`config.mk`:
```
export PLATFORM = sky130hd
export DESIGN_NAME = vga_pixel_feeder
export DESIGN_NICKNAME = d
export VERILOG_FILES = /design/src/rtl/vga_pixel_feeder_pkg.sv /design/src/rtl/vga_pixel_feeder_pix_fifo.sv /design/src/rtl/vga_pixel_feeder.sv
export SDC_FILE = /design/constraint.sdc
export NUM_CORES = 1
export LEC_CHECK = 0
export BUFFER_PORTS_ARGS = -buffer_cell sky130_fd_sc_hd__clkbuf_2
export CAP_MARGIN = 20
export CORE_MARGIN = 4
export CORE_UTILIZATION = 58
export DETAILED_ROUTE_END_ITERATION = 10
export PLACE_DENSITY = 0.78
export SLEW_MARGIN = 20
export SYNTH_ARGS = -nofsm -noshare
export SYNTH_HDL_FRONTEND = slang
export SYNTH_SLANG_ARGS = --single-unit
```
`constraint.sdc`:
```
create_clock -name iCLK -period 4.5 [get_ports iCLK]
set_input_delay 1.35 -clock iCLK [delete_from_list [all_inputs] [get_ports iCLK]]
set_output_delay 1.35 -clock iCLK [all_outputs]
set_load 0.005 [all_outputs]
```
`src/rtl/vga_pixel_feeder_pkg.sv`:
```
// Shared definitions for the VGA pixel feeder: default active-video geometry
// and the frame-alignment state encoding.
package vga_pixel_feeder_pkg;

   localparam int H_ACT_DEF = 640;
   localparam int V_ACT_DEF = 480;

   typedef enum logic [1:0] {
      S_SEEK   = 2'd0,
      S_WAIT   = 2'd1,
      S_STREAM = 2'd2
   } feedState_t;

endpackage

```
`src/rtl/vga_pixel_feeder_pix_fifo.sv`:
```
// Synchronous show-ahead FIFO holding {sof,data} entries for the pixel feeder.
// Head is valid whenever oEmpty is low; push when full and pop when empty are ignored.
module pix_fifo #(
   parameter int WIDTH = 9,
   parameter int DEPTH = 16
) (
   input  logic             iCLK,
   input  logic             iRST_N,
   input  logic             iPush,
   input  logic [WIDTH-1:0] iData,
   input  logic             iPop,
   output logic [WIDTH-1:0] oHead,
   output logic             oFull,
   output logic             oEmpty
);

   localparam int AW = $clog2(DEPTH);
   localparam logic [AW:0] FULL_CNT = DEPTH[AW:0];

   logic [WIDTH-1:0] mem [DEPTH];
   logic [AW-1:0]    wrPtr, rdPtr;
   logic [AW:0]      count;
   logic             doPush, doPop;

   assign oFull  = (count == FULL_CNT);
   assign oEmpty = (count == '0);
   assign doPush = iPush & ~oFull;
   assign doPop  = iPop & ~oEmpty;
   assign oHead  = mem[rdPtr];

   // storage needs no reset: the count alone defines which entries are live
   always_ff @(posedge iCLK) begin
      if (doPush) mem[wrPtr] <= iData;
   end

   always_ff @(posedge iCLK or negedge iRST_N) begin
      if (!iRST_N) begin
         wrPtr <= '0;
         rdPtr <= '0;
         count <= '0;
      end else begin
         if (doPush) wrPtr <= wrPtr + 1'b1;
         if (doPop)  rdPtr <= rdPtr + 1'b1;
         case ({doPush, doPop})
            2'b10:   count <= count + 1'b1;
            2'b01:   count <= count - 1'b1;
            default: ;
         endcase
      end
   end

endmodule

```
`src/rtl/vga_pixel_feeder.sv`:
```
// Buffers the grayscale pixel stream, aligns it to the VGA raster on sof and
// serves one 10-bit gray pixel per active-video request, one cycle later.
module vga_pixel_feeder
   import vga_pixel_feeder_pkg::*;
#(
   parameter int DATA_W     = 8,
   parameter int FIFO_DEPTH = 16,
   parameter int H_ACT      = H_ACT_DEF,
   parameter int V_ACT      = V_ACT_DEF
) (
   input  logic              iCLK,
   input  logic              iRST_N,
   input  logic [DATA_W-1:0] iPix_data,
   input  logic              iPix_sof,
   input  logic              iPix_valid,
   output logic              oPix_ready,
   input  logic              iRequest,
   input  logic [10:0]       iCurrent_X,
   input  logic [10:0]       iCurrent_Y,
   input  logic              iClear_err,
   output logic [9:0]        oRed,
   output logic [9:0]        oGreen,
   output logic [9:0]        oBlue,
   output logic              oFrame_locked,
   output logic              oUnderflow,
   output logic              oResync
);

   localparam int FRAME = H_ACT * V_ACT;
   localparam int CNT_W = $clog2(FRAME + 1);
   localparam logic [CNT_W-1:0] FRAME_CNT = CNT_W'(FRAME);

   feedState_t        state, nextState;
   logic [CNT_W-1:0]  cnt, nextCnt;
   logic [DATA_W:0]   head;
   logic              fifoFull, fifoEmpty;
   logic              pop, loadPix, setUnder, setResync;
   logic              headSof, atOrigin;
   logic [DATA_W-1:0] headPix;
   logic [9:0]        grayExp, pixOut;

   pix_fifo #(.WIDTH(DATA_W + 1), .DEPTH(FIFO_DEPTH)) uFifo (
      .iCLK   (iCLK),
      .iRST_N (iRST_N),
      .iPush  (iPix_valid),
      .iData  ({iPix_sof, iPix_data}),
      .iPop   (pop),
      .oHead  (head),
      .oFull  (fifoFull),
      .oEmpty (fifoEmpty)
   );

   assign oPix_ready = ~fifoFull;
   assign headSof    = head[DATA_W];
   assign headPix    = head[DATA_W-1:0];
   assign atOrigin   = (iCurrent_X == '0) && (iCurrent_Y == '0);

   // replicate the MSBs into the vacated LSBs so full scale maps to 10'h3FF
   generate
      if (DATA_W == 10) begin : gFull
         assign grayExp = headPix;
      end else begin : gExpand
         assign grayExp = {headPix, headPix[DATA_W-1 -: 10-DATA_W]};
      end
   endgenerate

   always_comb begin
      nextState = state;
      nextCnt   = cnt;
      pop       = 1'b0;
      loadPix   = 1'b0;
      setUnder  = 1'b0;
      setResync = 1'b0;
      case (state)
         S_SEEK: begin
            if (!fifoEmpty) begin
               if (headSof) nextState = S_WAIT;
               else         pop = 1'b1;
            end
         end
         S_WAIT: begin
            // a non-sof head here means the next frame started without its marker
            if (!fifoEmpty) begin
               if (!headSof) begin
                  nextState = S_SEEK;
               end else if (iRequest && atOrigin) begin
                  pop       = 1'b1;
                  loadPix   = 1'b1;
                  nextCnt   = CNT_W'(1);
                  nextState = S_STREAM;
               end
            end
         end
         S_STREAM: begin
            if (cnt == FRAME_CNT) begin
               nextCnt = '0;
               if (!fifoEmpty && !headSof) begin
                  nextState = S_SEEK;
                  setResync = 1'b1;
               end else begin
                  nextState = S_WAIT;
               end
            end else if (iRequest) begin
               if (fifoEmpty) begin
                  setUnder = 1'b1;
                  nextCnt  = cnt + 1'b1;
               end else if (headSof) begin
                  setResync = 1'b1;
                  nextState = S_WAIT;
               end else begin
                  pop     = 1'b1;
                  loadPix = 1'b1;
                  nextCnt = cnt + 1'b1;
               end
            end
         end
         default: nextState = S_SEEK;
      endcase
   end

   always_ff @(posedge iCLK or negedge iRST_N) begin
      if (!iRST_N) begin
         state      <= S_SEEK;
         cnt        <= '0;
         pixOut     <= '0;
         oUnderflow <= 1'b0;
         oResync    <= 1'b0;
      end else begin
         state  <= nextState;
         cnt    <= nextCnt;
         pixOut <= loadPix ? grayExp : 10'd0;
         if (iClear_err)    oUnderflow <= 1'b0;
         else if (setUnder) oUnderflow <= 1'b1;
         if (iClear_err)     oResync <= 1'b0;
         else if (setResync) oResync <= 1'b1;
      end
   end

   assign oRed          = pixOut;
   assign oGreen        = pixOut;
   assign oBlue         = pixOut;
   assign oFrame_locked = (state == S_STREAM);

endmodule

```
==> flow_metrics.py, run 1 <==
metrics = {
    "timing": {
        "rsz0062_at_grt": "false",
        "max_freq_mhz": 244,
        "fin_crit_sh_pct": 91.1,
        "hold_viol_final": 0,
        "hold_ws_ns": 0.494,
        "finClkSkew_ns": 0.0133,
        "setup_ws_ns": 0.402,
        "fin_crit_ns": 4.10,
        "worst-slew-pin-transition_ns": 1.05,
        "timing.slew.headroom_pct": 29.9,
        "setup_viol": 0,
        "maxSlewViolCount": 0,
        "tns_ns": 0,
    },
    "power_and_ir_drop": {
        "comb_power_share_pct": 31.0,
        "p_sw_share_pct": 31.9,
        "power.total_mw": 5.39,
        "cellPowerDensity_nw_per_um2": 574,
        "clock_power_share_pct": 27.2,
        "peakVddDrop_mv": 0.375,
        "seq_power_share_pct": 41.9,
        "p_int_mw": 3.67,
        "p_switching_mw": 1.72,
        "power_leakage_nw": 3.48,
    },
    "synth": {
        "synth_area_sq_um": 8350,
        "ys_top_cells_by_area": "edfxtp_1 (52%), dfrtp_1 (13%), mux4_2 (11%), ha_1 (2.2%), buf_4 (2.0%)",
        "synth_warnings": 0,
        "synth.largest_area_cell": "edfxtp_1",
        "syn_area_per_cell_sq_um": 15.4,
        "synth_top_area_share_pct": 51.8,
        "synth_cells": 541,
        "synth_edf_count": 144,
        "synth_seq_cells": 188,
        "synthArstFlopShare_pct": 23.4,
        "synth_cell_types": 54,
        "seq_area_frac_synth_pct": 65.0,
        "synth_nets": 593,
        "ys.flop_type": "edfxtp_1",
    },
    "drt": {
        "dr.first_iter.drc_count": 572,
        "vias": 4951,
        "drc": 0,
        "top_layer_used": "met4",
        "wl_met3_mm": 1.11,
        "antenna_left": 0,
        "wl_met1_mm": 6.96,
        "met2_length_mm": 9.07,
        "vias_per_cell": 6.21,
        "wl_per_cell_microns": 21.8,
        "drt-total-wl_mm": 17.4,
        "dr.pass1.iters": 5,
    },
    "clock_tree": {
        "clk_pin_slew_ns": 0.07,
        "clock_sinks": 188,
        "clk_latency_ns": 0.43,
        "cts_tree": "built",
        "cts.path.max_buffers": 2,
        "post-cts-setup-buffers": 0,
        "clockRootBuffer": "clkbuf_16",
        "cts_resized": 0,
        "cts_inserted_buffers": 17,
        "ctsHoldBuffers": 0,
        "cts_max_level": 4,
    },
    "grt": {
        "grt_pass1_wl_mm": 27.5,
        "grt_pass1_vias": 4982,
        "grt_usage_pct": 22.4,
        "grt_max_degree": 45,
        "grt-ovfl-total": 0,
        "antenna_found_initial": 0,
    },
    "die": {
        "die_height_microns": 128,
        "io-pin-count": 70,
        "initial_utilization_pct": 59.7,
        "core_sq_um": 14000,
        "fp-row-count": 43,
        "die_w_microns": 128,
        "design.die.area_sq_um": 16400,
    },
    "layout": {
        "num_antenna_cells": 0,
        "nNetsFinal": 657,
        "finish.cell_count_without_fillers": 797,
        "drive_above_1_share_pct": 28.7,
        "syn2layout_area_growth_pct": 12.4,
        "fill_cells": 934,
    },
    "placed_design": {
        "pre_cts_slack_ns": 0.452,
        "dp_cells": 766,
        "port_buffers": 69,
        "dp_hpwl_mm": 11.8,
        "gp_congestion": 0.926,
    },
    "worst_hold_path": {
        "hold_path_class": "flip-flop to flip-flop",
    },
    "status": {
        "status": "completed",
    },
    "critical_path": {
        "cp.required_ns": 4.82,
        "startpoint_type": "flip-flop",
        "endpoint_kind": "flip-flop",
        "worstPathMaxFanout": 18,
        "worstPathArrival_ns": 4.42,
        "path_class": "flip-flop to flip-flop",
    },
    "flow_run": {
        "cap_violations": 0,
    },
}
-- area by class of cell --
type	count	area, sq um	share of cell area (%)
sequential	188	5430	57.8
clock inverter	13	146	1.56
multi-input combinational	288	2580	27.4
tap	180	225	2.40
timing repair buffer	91	513	5.46
clock buffer	18	429	4.57
inverter	19	71.3	0.760
-- state kept, by name (all words and copies together), names as in the netlist --
signal / flops
uFifo.count: 5
uFifo.wrPtr: 4
uFifo.mem: 144
oBlue: 8
cnt: 19
state: 2
oResync: 1
oUnderflow: 1
uFifo.rdPtr: 4
-- final timing paths --
check,from,end,slack (ns),depth (start not counted)
max,uFifo.rdPtr[1],uFifo.count[4],0.40,14
min,cnt[13],cnt[13],0.49,1
max reg2reg,uFifo.rdPtr[1],uFifo.count[4],0.40,14
min reg2reg,cnt[13],cnt[13],0.49,1
max in group asynchronous,iRST_N,uFifo.rdPtr[0],3.17,1
min in group asynchronous,iRST_N,cnt[1],0.91,1
-- power by group through the flow --
stage | Combinational (mW) | Clock (mW) | Sequential [mW]
6_report | 1.67 | 1.46 | 2.26
5_1_grt | 1.80 | 1.57 | 2.28
4_1_cts | 1.67 | 1.49 | 2.26
3_5_place_dp | 1.66 | 0 | 2.29
3_3_place_gp | 1.59 | 0 | 2.28
2_1_floorplan | 1.32 | 0 | 2.17
-- through the flow --
stage               area (sq um)  util [%]
finish                      9390      67.1
global route                9390      67.1
CTS                         9390      67.1
detailed placement          8810      63.0
global placement            8810      63.0
floorplan                   8350         -
-- per-layer routing --
layer	GRT usage, %	vias up
li1	-	2214
met1	29.9	2487
met2	37.5	223
met3	4.17	27
met4	7.43	0
met5	0	-
-- critical path, stage by stage, from the launching register on --
cell and delay [ns]:
dfrtp_1 0.87, mux2_2 0.42, mux4_2 0.51, mux2i_1 0.42, mux2i_1 0.27, buf_4 0.17, ha_1 0.22, inv_1 0.10
fa_1 0.41, inv_1 0.08, a21o_1 0.11, a21oi_1 0.08, xnor2_1 0.14, nor2_1 0.07, xnor2_1 0.12
-- cell usage after synthesis (8+ instances only) --
cell type / number
xnor2_1: 8
edfxtp_1: 144
a21oi_1: 17
a31oi_1: 10
nand3_1: 10
ha_1: 15
o21ai_0: 23
buf_4: 22
nor2b_1: 9
clkbuf_1: 16
nand2_1: 31
nor3_1: 10
mux4_2: 42
nor2_1: 20
dfrtp_1: 44
inv_1: 19
-- logic make-up after synthesis --
kind of cell | share of synthesized area (%)
buffers and inverters | 4.19
AO/OA/AOI/OAI | 6.52
flip-flops | 65.0
adder cells (fa/ha/maj) | 2.49
AND/OR/NAND/NOR | 7.70
XOR/XNOR | 1.15
multiplexers | 13.0
-- placed cells by master (no fill, tap or decap), drive strengths merged, types with 7 or more instances in the layout --
cell | netlist | layout
mux2 | 9 | 9
nor4 | 7 | 7
nand3 | 10 | 10
o21ai | 23 | 23
nor3 | 10 | 10
mux4 | 42 | 42
edfxtp | 144 | 144
buf | 30 | 23
a31oi | 10 | 10
nand4 | 7 | 7
ha | 15 | 15
nand2 | 31 | 31
clkbuf | 16 | 86
nor2b | 9 | 9
and2 | 7 | 7
inv | 19 | 28
a21oi | 17 | 17
dfrtp | 44 | 44
nor2 | 20 | 20
xnor2 | 8 | 8
No activity file was read; power rests on OpenSTA's default activity.
==> run 2: changes to the inputs <==
--- a/config.mk
+++ b/config.mk
@@ -5,6 +5,7 @@
 export SDC_FILE = /design/constraint.sdc
 export NUM_CORES = 1
 export LEC_CHECK = 0
+export ABC_AREA = 1
 export BUFFER_PORTS_ARGS = -buffer_cell sky130_fd_sc_hd__clkbuf_2
 export CAP_MARGIN = 20
 export CORE_MARGIN = 4
==> run 2 against run 1 <==
Synthesized cell count up 59%; sequential power about the same; worst hold slack improved by 0.0034 ns; combinational power is 12% higher; first-iteration DRC count is 9.4% lower; non-clock buffer count shrank 12; sequential share of layout area fell by 1.7 points; flip-flop and latch count unchanged; clock power is 3% lower; cell count grew 38%.
==> flow_metrics.py, run 2 <==
metrics = {
    "status": {
        "status": "completed",
    },
    "layout": {
        "syn2layout_area_growth_pct": 9.70,
        "drive_above_1_share_pct": 16.0,
        "largest_reg_flops": 144,
        "top_register": "uFifo.mem",
        "mostFrequentLayoutCell": "nand2_1",
        "final_area_sq_um": 9670,
        "seq_area_sq_um": 5430,
        "nNetsFinal": 953,
        "num_antenna_cells": 0,
        "final_cell_mix": "nand2_1 (222), edfxtp_1 (144), nor2_1 (78)",
        "fill_cells": 1118,
        "multi_input_area_sq_um": 2820,
    },
    "die": {
        "initial_utilization_pct": 59.9,
        "design.die.area_sq_um": 17200,
        "die_w_microns": 131,
        "core_sq_um": 14700,
        "die_height_microns": 131,
        "fp-row-count": 44,
        "io-pin-count": 70,
    },
    "synth": {
        "synthTopCellsByCount": "nand2_1 (222), edfxtp_1 (144), nor2_1 (78), nand3_1 (75), inv_1 (49)",
        "ys_top_cells_by_area": "edfxtp_1 (49%), dfrtp_1 (12%), nand2_1 (9.5%), nand3_1 (4.3%), nor2_1 (3.3%)",
        "synth_top_area_share_pct": 49.1,
        "synth_warnings": 0,
        "synth.largest_area_cell": "edfxtp_1",
        "seq_area_frac_synth_pct": 61.6,
        "syn_area_per_cell_sq_um": 10.2,
        "synth_cell_types": 37,
        "synth_area_sq_um": 8810,
        "synth_seq_cells": 188,
        "synth_edf_count": 144,
        "ys.flop_type": "edfxtp_1",
        "synth_cells": 861,
        "synthArstFlopShare_pct": 23.4,
        "synth_most_common_cell": "nand2_1",
        "synth_nets": 913,
    },
    "clock_tree": {
        "cts.path.max_buffers": 2,
        "cts_resized": 0,
        "clk_latency_ns": 0.44,
        "ctsHoldBuffers": 0,
        "cts_tree": "built",
        "cts_inserted_buffers": 17,
        "clockRootBuffer": "clkbuf_16",
        "cts_max_level": 4,
        "post-cts-setup-buffers": 0,
        "clk_pin_slew_ns": 0.07,
        "clock_sinks": 188,
    },
    "grt": {
        "antenna_found_initial": 0,
        "grt-ovfl-total": 0,
        "grt_pass1_vias": 5849,
        "grt_usage_pct": 21.6,
        "grt_pass1_wl_mm": 29.9,
        "grt_max_degree": 45,
    },
    "timing": {
        "max_freq_mhz": 267,
        "setup_viol": 0,
        "fin_crit_ns": 3.75,
        "worst-slew-pin-transition_ns": 1.05,
        "rsz0062_at_grt": "false",
        "hold_ws_ns": 0.498,
        "fin_crit_sh_pct": 83.4,
        "hold_viol_final": 0,
        "maxSlewViolCount": 0,
        "finClkSkew_ns": 0.0116,
        "tns_ns": 0,
        "timing.slew.headroom_pct": 29.6,
    },
    "critical_path": {
        "cp_cell_sequence": "inv_2, nand2_1, nand3_1, nand2_1, nor2_1, nand2_1, nand2_2, nand3_1, nand3_1, nand2_1, inv_1, ha_1, inv_1, fa_1, inv_1, a21oi_1, nor2_1, nor2_1, nand2_1, nand2_1, nor2_1, xor2_1",
        "endpoint_kind": "flip-flop",
        "cp.depth": 22,
        "cpPeakStageDelay_ns": 0.60,
        "path_common_cell": "nand2_1",
        "critPathTopFamily": "simple AND/OR/NAND/NOR gates",
        "startpoint_type": "flip-flop",
        "r2r_start": "uFifo.rdPtr[0]",
        "worstPathMaxFanout": 31,
        "worstPathArrival_ns": 4.11,
        "cp.required_ns": 4.86,
        "path_class": "flip-flop to flip-flop",
        "cp_slowest_cell": "dfrtp_2",
        "r2r_end": "uFifo.count[4]",
        "path_buf_inv": 4,
        "r2r_cells": 22,
        "reg2reg_slack_ns": 0.75,
    },
    "drt": {
        "vias_per_cell": 5.64,
        "wl_per_cell_microns": 16.6,
        "antenna_left": 0,
        "drc": 0,
        "vias": 6195,
        "drt-total-wl_mm": 18.2,
        "dr.pass1.iters": 5,
        "dr.first_iter.drc_count": 518,
    },
    "placed_design": {
        "gp_congestion": 0.903,
        "place_area_sq_um": 9110,
        "port_buffers": 69,
        "dp_hpwl_mm": 11.9,
    },
    "worst_hold_path": {
        "min_from": "uFifo.count[0]",
        "hold_path_class": "flip-flop to flip-flop",
        "holdPathStages": 1,
        "hold_end": "uFifo.count[0]",
    },
    "flow_run": {
        "cap_violations": 0,
    },
    "power_and_ir_drop": {
        "power_leakage_nw": 3.87,
        "power.total_mw": 5.52,
        "cellPowerDensity_nw_per_um2": 571,
        "peakVddDrop_mv": 0.456,
    },
}
-- run 2: cell types whose count changed after synthesis, moves of 8 or more --
cell,before,now
a21oi_1,17,38
a31oi_1,10,0
a32o_1,0,14
buf_2,1,15
inv_1,19,49
mux4_2,42,0
nand2_1,31,222
nand3_1,10,75
nand4_1,7,22
nor2_1,20,78
nor2b_1,9,0
o21ai_0,23,31
o21ai_2,0,12
-- run 2: how the worst max path moves through the flow --
stage                   start             end  slack (ns)
6_report       uFifo.rdPtr[0]  uFifo.count[4]        0.75
5_1_grt        uFifo.rdPtr[0]  uFifo.count[4]        0.29
4_1_cts        uFifo.rdPtr[0]  uFifo.count[4]        0.75
3_5_place_dp    iCurrent_Y[3]  uFifo.count[4]        0.62
3_3_place_gp         iRequest  uFifo.count[4]        0.75
2_1_floorplan   iCurrent_Y[3]  uFifo.count[4]        1.02
-- run 2: worst register-to-register path: cells and delay by family, from the launching register on --
family,cells,cell delay [ns]
AO/OA/AOI/OAI,1,0.07
AND/OR/NAND/NOR,14,1.44
flip-flops,1,0.60
adder cells (fa/ha/maj),2,0.60
buffers and inverters,4,0.82
XOR/XNOR,1,0.15
-- run 2: cell families (layout without fill, tap and decap cells) --
family	after synthesis	count (layout)	synth area share [%]
XOR/XNOR	11	11	1.09
buffers and inverters	113	166	6.39
adder cells (fa/ha/maj)	16	16	2.36
flip-flops	188	188	61.6
AO/OA/AOI/OAI	109	109	7.88
AND/OR/NAND/NOR	424	424	20.7
-- run 2: layout make-up --
type	instances	area share, %
Timing Repair Buffer	79	4.35
Clock inverter	14	1.35
Multi-Input combinational cell	560	29.2
Sequential cell	188	56.1
Tap cell	184	2.38
Clock buffer	18	4.44
Inverter	55	2.14
-- run 2: where the power goes --
part | switching, mW | internal [mW]
clock network | 0.687 | 0.729
registers | 0.141 | 2.09
logic | 1.27 | 0.597
total | 2.10 | 3.42
-- run 2: routing by layer --
metal	wire length, microns	global-route usage, %	vias up
met4	286	8.05	0
met1	8170	29.5	2962
met3	1040	4.55	28
met5	0	0	-
met2	8730	34.5	184
li1	-	-	3021
-- run 2: stage by stage --
step                cells  util [%]  worst slack, ns
floorplan             861         -             1.02
global placement     1066      62.0            0.752
detailed placement   1066      62.0            0.617
CTS                  1098      65.8            0.750
global route         1098      65.8            0.292
finish               1098      65.8            0.749
